--- src/rtl/raytrace_pkg.sv ---
// Shared types and constants for the ray-trace pixel scheduler.
//   sched_state_e : scheduler FSM states
//   color_t       : RGB444 pixel colour
//   depth_t       : unsigned hit distance
//   DefaultBgColor: colour emitted when no sphere is hit
package raytrace_pkg;

  localparam int unsigned PkgColorW = 12;
  localparam int unsigned PkgDepthW = 16;

  typedef logic [PkgColorW-1:0] color_t;
  typedef logic [PkgDepthW-1:0] depth_t;

  localparam color_t DefaultBgColor = 12'h000;

  typedef enum logic [1:0] {
    StIdle,
    StLaunch,
    StSphere,
    StWrite
  } sched_state_e;

endpackage

--- src/rtl/raytrace_hit_select.sv ---
// Nearest-hit selector: tracks the closest sphere hit seen for the current pixel.
//   clk, rst    : clock, asynchronous active-high reset
//   clear       : start of pixel, reset to "no hit" (depth all-ones, background colour)
//   result      : a counted core result is present this cycle
//   sphere_hit  : the ray hits the sphere under test
//   hit_depth   : hit distance
//   hit_color   : shaded colour of the hit
//   sel_color   : best colour including this cycle's result (next-state view)
module raytrace_hit_select
  import raytrace_pkg::*;
#(
  parameter int unsigned        COLOR_W  = PkgColorW,
  parameter int unsigned        DEPTH_W  = PkgDepthW,
  parameter logic [COLOR_W-1:0] BG_COLOR = '0
) (
  input  logic               clk,
  input  logic               rst,
  input  logic               clear,
  input  logic               result,
  input  logic               sphere_hit,
  input  logic [DEPTH_W-1:0] hit_depth,
  input  logic [COLOR_W-1:0] hit_color,
  output logic [COLOR_W-1:0] sel_color
);

  logic [DEPTH_W-1:0] best_depth_q, best_depth_d;
  logic [COLOR_W-1:0] best_color_q, best_color_d;

  // Strict less-than: on equal depth the earlier (lower index) sphere wins.
  always_comb begin
    best_depth_d = best_depth_q;
    best_color_d = best_color_q;
    if (clear) begin
      best_depth_d = '1;
      best_color_d = BG_COLOR;
    end else if (result && sphere_hit && (hit_depth < best_depth_q)) begin
      best_depth_d = hit_depth;
      best_color_d = hit_color;
    end
  end

  assign sel_color = best_color_d;

  always_ff @(posedge clk or posedge rst) begin
    if (rst) begin
      best_depth_q <= '1;
      best_color_q <= BG_COLOR;
    end else begin
      best_depth_q <= best_depth_d;
      best_color_q <= best_color_d;
    end
  end

endmodule

--- src/rtl/raytrace_pixel_scheduler.sv ---
// Frame sequencer upstream of the ray-trace core: walks the raster, launches the
// core per pixel, steps it through every sphere, keeps the nearest hit and hands
// the pixel to the framebuffer writer over a valid/ready port.
//   clk, rst                : clock, asynchronous active-high reset
//   frame_start / frame_busy: frame request (ignored while busy) / frame in flight
//   core_start              : launch pulse to the core
//   core_busy, res_valid    : core tracing / result present (counted only while busy)
//   sph_idx, next_sphere    : sphere under test / advance pulse
//   pixel_done              : all spheres tested for this pixel
//   sphere_hit, hit_depth, hit_color : per-sphere result
//   px_valid/px_ready, px_x, px_y, px_color, px_last : pixel output port
// All outputs are registered; none depends combinationally on px_ready.
module raytrace_pixel_scheduler
  import raytrace_pkg::*;
#(
  parameter int unsigned        H_RES       = 640,
  parameter int unsigned        V_RES       = 480,
  parameter int unsigned        NUM_SPHERES = 8,
  parameter int unsigned        COLOR_W     = PkgColorW,
  parameter int unsigned        DEPTH_W     = PkgDepthW,
  parameter logic [COLOR_W-1:0] BG_COLOR    = DefaultBgColor,
  localparam int unsigned       SphW        = (NUM_SPHERES > 1) ? $clog2(NUM_SPHERES) : 1,
  localparam int unsigned       XW          = (H_RES > 1) ? $clog2(H_RES) : 1,
  localparam int unsigned       YW          = (V_RES > 1) ? $clog2(V_RES) : 1
) (
  input  logic               clk,
  input  logic               rst,
  input  logic               frame_start,
  output logic               frame_busy,
  output logic               core_start,
  input  logic               core_busy,
  output logic [SphW-1:0]    sph_idx,
  output logic               next_sphere,
  output logic               pixel_done,
  input  logic               res_valid,
  input  logic               sphere_hit,
  input  logic [DEPTH_W-1:0] hit_depth,
  input  logic [COLOR_W-1:0] hit_color,
  output logic               px_valid,
  input  logic               px_ready,
  output logic [XW-1:0]      px_x,
  output logic [YW-1:0]      px_y,
  output logic [COLOR_W-1:0] px_color,
  output logic               px_last
);

  localparam logic [SphW-1:0] LastSph = SphW'(NUM_SPHERES - 1);
  localparam logic [XW-1:0]   LastX   = XW'(H_RES - 1);
  localparam logic [YW-1:0]   LastY   = YW'(V_RES - 1);

  sched_state_e       state_q;
  logic               result;
  logic [COLOR_W-1:0] sel_color;

  assign result = (state_q == StSphere) && res_valid && core_busy;

  raytrace_hit_select #(
    .COLOR_W  (COLOR_W),
    .DEPTH_W  (DEPTH_W),
    .BG_COLOR (BG_COLOR)
  ) u_hit_select (
    .clk        (clk),
    .rst        (rst),
    .clear      (state_q == StLaunch),
    .result     (result),
    .sphere_hit (sphere_hit),
    .hit_depth  (hit_depth),
    .hit_color  (hit_color),
    .sel_color  (sel_color)
  );

  // px_x/px_y double as the raster counters; they only move on a handshake.
  always_ff @(posedge clk or posedge rst) begin
    if (rst) begin
      state_q     <= StIdle;
      frame_busy  <= 1'b0;
      core_start  <= 1'b0;
      sph_idx     <= '0;
      next_sphere <= 1'b0;
      pixel_done  <= 1'b0;
      px_valid    <= 1'b0;
      px_x        <= '0;
      px_y        <= '0;
      px_color    <= '0;
      px_last     <= 1'b0;
    end else begin
      core_start  <= 1'b0;
      next_sphere <= 1'b0;
      pixel_done  <= 1'b0;
      unique case (state_q)
        StIdle: begin
          if (frame_start) begin
            px_x       <= '0;
            px_y       <= '0;
            sph_idx    <= '0;
            frame_busy <= 1'b1;
            core_start <= 1'b1;
            state_q    <= StLaunch;
          end
        end
        StLaunch: begin
          sph_idx <= '0;
          state_q <= StSphere;
        end
        StSphere: begin
          if (result) begin
            if (sph_idx == LastSph) begin
              pixel_done <= 1'b1;
              px_valid   <= 1'b1;
              px_color   <= sel_color;
              px_last    <= (px_x == LastX) && (px_y == LastY);
              state_q    <= StWrite;
            end else begin
              sph_idx     <= sph_idx + 1'b1;
              next_sphere <= 1'b1;
            end
          end
        end
        StWrite: begin
          if (px_ready) begin
            px_valid <= 1'b0;
            px_last  <= 1'b0;
            sph_idx  <= '0;
            if (px_last) begin
              px_x       <= '0;
              px_y       <= '0;
              frame_busy <= 1'b0;
              state_q    <= StIdle;
            end else begin
              core_start <= 1'b1;
              state_q    <= StLaunch;
              if (px_x == LastX) begin
                px_x <= '0;
                px_y <= px_y + 1'b1;
              end else begin
                px_x <= px_x + 1'b1;
              end
            end
          end
        end
        default: state_q <= StIdle;
      endcase
    end
  end

endmodule
--- config.mk ---
export PLATFORM = sky130hd
export DESIGN_NAME = raytrace_pixel_scheduler
export DESIGN_NICKNAME = d
export VERILOG_FILES = /design/src/rtl/raytrace_pkg.sv /design/src/rtl/raytrace_hit_select.sv /design/src/rtl/raytrace_pixel_scheduler.sv
export SDC_FILE = /design/constraint.sdc
export NUM_CORES = 1
export LEC_CHECK = 0
export ABC_AREA = 1
export CORE_MARGIN = 2
export CORE_UTILIZATION = 47
export DETAILED_ROUTE_END_ITERATION = 8
export PLACE_DENSITY = 0.88
export SLEW_MARGIN = 25
export SYNTH_ARGS = -nofsm -noshare
export SYNTH_HDL_FRONTEND = slang
export SYNTH_SLANG_ARGS = --single-unit
--- constraint.sdc ---
create_clock -name clk -period 2.25 [get_ports clk]
set_clock_uncertainty 0.15 [all_clocks]
set_input_delay 0.3375 -clock clk [delete_from_list [all_inputs] [get_ports clk]]
set_output_delay 0.3375 -clock clk [all_outputs]
set_load 0.03 [all_outputs]
==> run summary <==
Status - completed
Final Max Slew Viols - 0
Synth Register Bits - 70
Vias in the first global route - 3349
Static Leak - 0.002420 uW
DRT antenna net count - 0
Hold buffers post-CTS - 0
Die X - 94.70 um
Relative slew slack - 0.6211
Max-cap viol count - 0
Detailed placement HPWL - 6.228 mm
Crit path required time - 2330 ps
Worst-Skew Late Latency - 350 ps
Core Region - 8093 um^2
Startpoint Class - flop
Pre-CTS setup slack - -158.6 ps
IO Port Bufs - 74
Yosys cell types - 43
Worst setup EP type - flop
Routed wire length - 8.969 mm
Clock root buffer master - clkbuf_8
Clk sinks - 70
RSZ-0062 raised after global routing - false
Post_cts resized - 0
Die H - 94.70 um
Clock share of power - 0.190
Drt wl/cell - 13.88 um
Critical path class - flop to flop
Iteration-0 DRC Markers - 119
Site Rows - 33
WHS - 226.8 ps
Area Overhead vs Synth - 29.42%
Remaining DRCs - 0
Crit path time final - 2114 ps
Most used flip-flop cell after synthesis - dfrtp_1
Detailed Routing Iterations Pass 1 - 4
Post-route setup slack - 136.1 ps
P_sw - 2232 uW
Via count - 3313
Peak Freq - 473.0 MHz
EDFF count, synth - 0
Clock transition at path regs - 80 ps
Total Nets Final - 594
Pin count of the biggest net entering global routing - 71
Mapped Cells - 451
Seq/Total Area, Yosys - 0.4583
Post-DR vias/cell - 5.128
All-Layer GR Usage - 0.2072
Endpoints failing setup - 0
Sequential power share - 0.350
Num ports - 75
Syn Nets - 509
Tightest Pin Transition - 568.3 ps
Ys async rst share - 1.000
Initial Util - 0.4777
CTS buffer count - 9
Internal power - 3223 uW
Antenna Diode Count - 0
Reg area - 1772 um^2
Area of the mapped netlist - 3866 um^2
Fin. Hold Viols - 0
Die footprint - 8967 um^2
Comb power frac - 0.460
H-Tree Depth - 3
Initial antenna violation count - 0
Gp weighted congestion - 0.8684
Worst-path maximum fanout - 14
Final TNS setup - 0 ps
Period utilization - 0.9395
Synth warn - 0
First-pass GRT wire length - 14.57 mm
Synthesized area per cell - 8.573 um^2
Fraction of layout cells with a size suffix above 1 - 0.1386
Switching share of total power - 0.4091
Critical Path AT - 2200 ps
Hold crit path type - primary input to async pin
Total gr overflow - 0
Clock buffer depth - 2
Worst vdd ir - 0.0006402 V
Worst R2R Path Depth - 11
TritonCTS clock tree - built
PwrDens - 1090 nW/um^2
Area occupied by multi-input gates - 1727 um^2
Fillers - 676
Post-CTS setup buffers - 0
-- flip-flops by register name (all words and copies together), names as in the netlist --
name                       cells
u_hit_select.best_depth_q     16
px_color                      12
u_hit_select.best_color_q     12
px_x                          10
px_y                           9
sph_idx                        3
state_q                        2
core_start                     1
frame_busy                     1
next_sphere                    1
pixel_done                     1
px_last                        1
px_valid                       1
-- power by group through the flow --
stage	logic, uW	registers (uW)	clock network (uW)
4_1_cts	2430	1910	1060
6_report	2510	1910	1040
3_3_place_gp	2310	1920	0
5_1_grt	2780	1950	1110
3_5_place_dp	2410	1940	0
2_1_floorplan	1570	2100	0
-- worst max-delay path, stage by stage (launching register included) --
cell     delay, ps
dfstp_2        520
inv_1           50
ha_1           290
nand2_1         70
inv_1           50
o21ai_0         70
a21oi_1        220
nor2_4          70
nand2_4        110
buf_6          160
nand2_1         90
and3_1         160
-- per-stage QoR --
| stage | utilization | total power [uW] | instances | area [um^2] |
|---|---|---|---|---|
| 2_1_floorplan | - | 3665 | 451 | 3866 |
| 3_3_place_gp | 0.5872 | 4229 | 630 | 4752 |
| 3_5_place_dp | 0.5872 | 4349 | 630 | 4752 |
| 4_1_cts | 0.6116 | 5405 | 646 | 4950 |
| 5_1_grt | 0.6183 | 5841 | 646 | 5004 |
| 6_report | 0.6183 | 5455 | 646 | 5004 |
-- cell usage after synthesis, types with 3 or more instances --
| master | instances | share of area |
|---|---|---|
| a21oi_1 | 14 | 0.018 |
| nor3_1 | 10 | 0.013 |
| ha_1 | 23 | 0.074 |
| nor3_2 | 3 | 0.0078 |
| buf_6 | 5 | 0.015 |
| o21ai_1 | 25 | 0.032 |
| nand3_1 | 26 | 0.034 |
| dfstp_2 | 16 | 0.11 |
| clkbuf_1 | 4 | 0.0039 |
| xor2_1 | 6 | 0.014 |
| o21ai_0 | 23 | 0.030 |
| dfrtp_1 | 54 | 0.35 |
| nand4_1 | 16 | 0.026 |
| and3_1 | 12 | 0.019 |
| nand2_4 | 3 | 0.0087 |
| inv_1 | 79 | 0.077 |
| nor2_1 | 24 | 0.023 |
| nand2_1 | 74 | 0.072 |
-- cells in the final DEF (no fill, tap or decap), types with 2 or more instances in the layout --
cell type        Yosys  layout
inv_2                2       3
o22ai_1              2       2
buf_6                5       3
inv_1               79      78
nand2_4              3       2
nor2_1              24      24
nand4_1             16      16
ha_4                 0       2
clkinv_2             0       2
nand3_1             26      26
clkdlybuf4s50_1      0      74
nor4_1               2       2
buf_4                2       9
o21ai_0             23      23
clkinv_4             0       2
o21a_1               2       2
dfrtp_1             54      54
xor2_1               6       6
nor3_2               3       3
and3_1              12      12
nand2_1             74      72
nor3_1              10      10
nor3b_2              2       2
dfstp_2             16      16
a21oi_1             14      13
nor2_4               2       2
nand2_2              2       4
ha_1                23      21
o21ai_1             25      25
clkbuf_8             0       9
-- worst paths after layout --
path | startpoint | to | slack, ps
worst max-delay path | u_hit_select.best_depth_q[9]$_DFFE_PP1P_ | u_hit_select.best_color_q[4]$_DFF_PP0_ | 140
worst min-delay path | rst | pixel_done$_DFF_PP0_ | 230
worst max register to register | u_hit_select.best_depth_q[9]$_DFFE_PP1P_ | u_hit_select.best_color_q[4]$_DFF_PP0_ | 140
worst min register to register | px_color[2]$_DFFE_PP0P_ | px_color[2]$_DFFE_PP0P_ | 340
max in group asynchronous | rst | u_hit_select.best_depth_q[13]$_DFFE_PP1P_ | 1360
min in group clk | px_color[2]$_DFFE_PP0P_ | px_color[2]$_DFFE_PP0P_ | 340
-- cells by family (layout without fill, tap and decap cells) --
family,Yosys count,in the layout,share of synthesized area
compound gates,72,72,0.1023
simple gates,182,182,0.2401
xor+xnor,7,7,0.01586
mux,1,1,0.002912
buf+inv,96,186,0.1061
fa+ha+maj,23,23,0.07443
flops,70,70,0.4583
-- routing by layer --
metal,GRT usage,share of wire,vias to the layer above
met5,0,0,-
met4,0.06884,0.0085,0
li1,-,-,1644
met2,0.3652,0.52,94
met3,0.05507,0.054,9
met1,0.2445,0.42,1566
-- final cells by class --
type                    count  area share
clock buffers               9     0.02476
clock inverters             7     0.01475
inverters                  83     0.06277
multi-input cells         285      0.3451
flip-flops and latches     70      0.3541
well taps                 105     0.02626
repair buffers             87      0.1723
(Power assumes the default switching activity.)
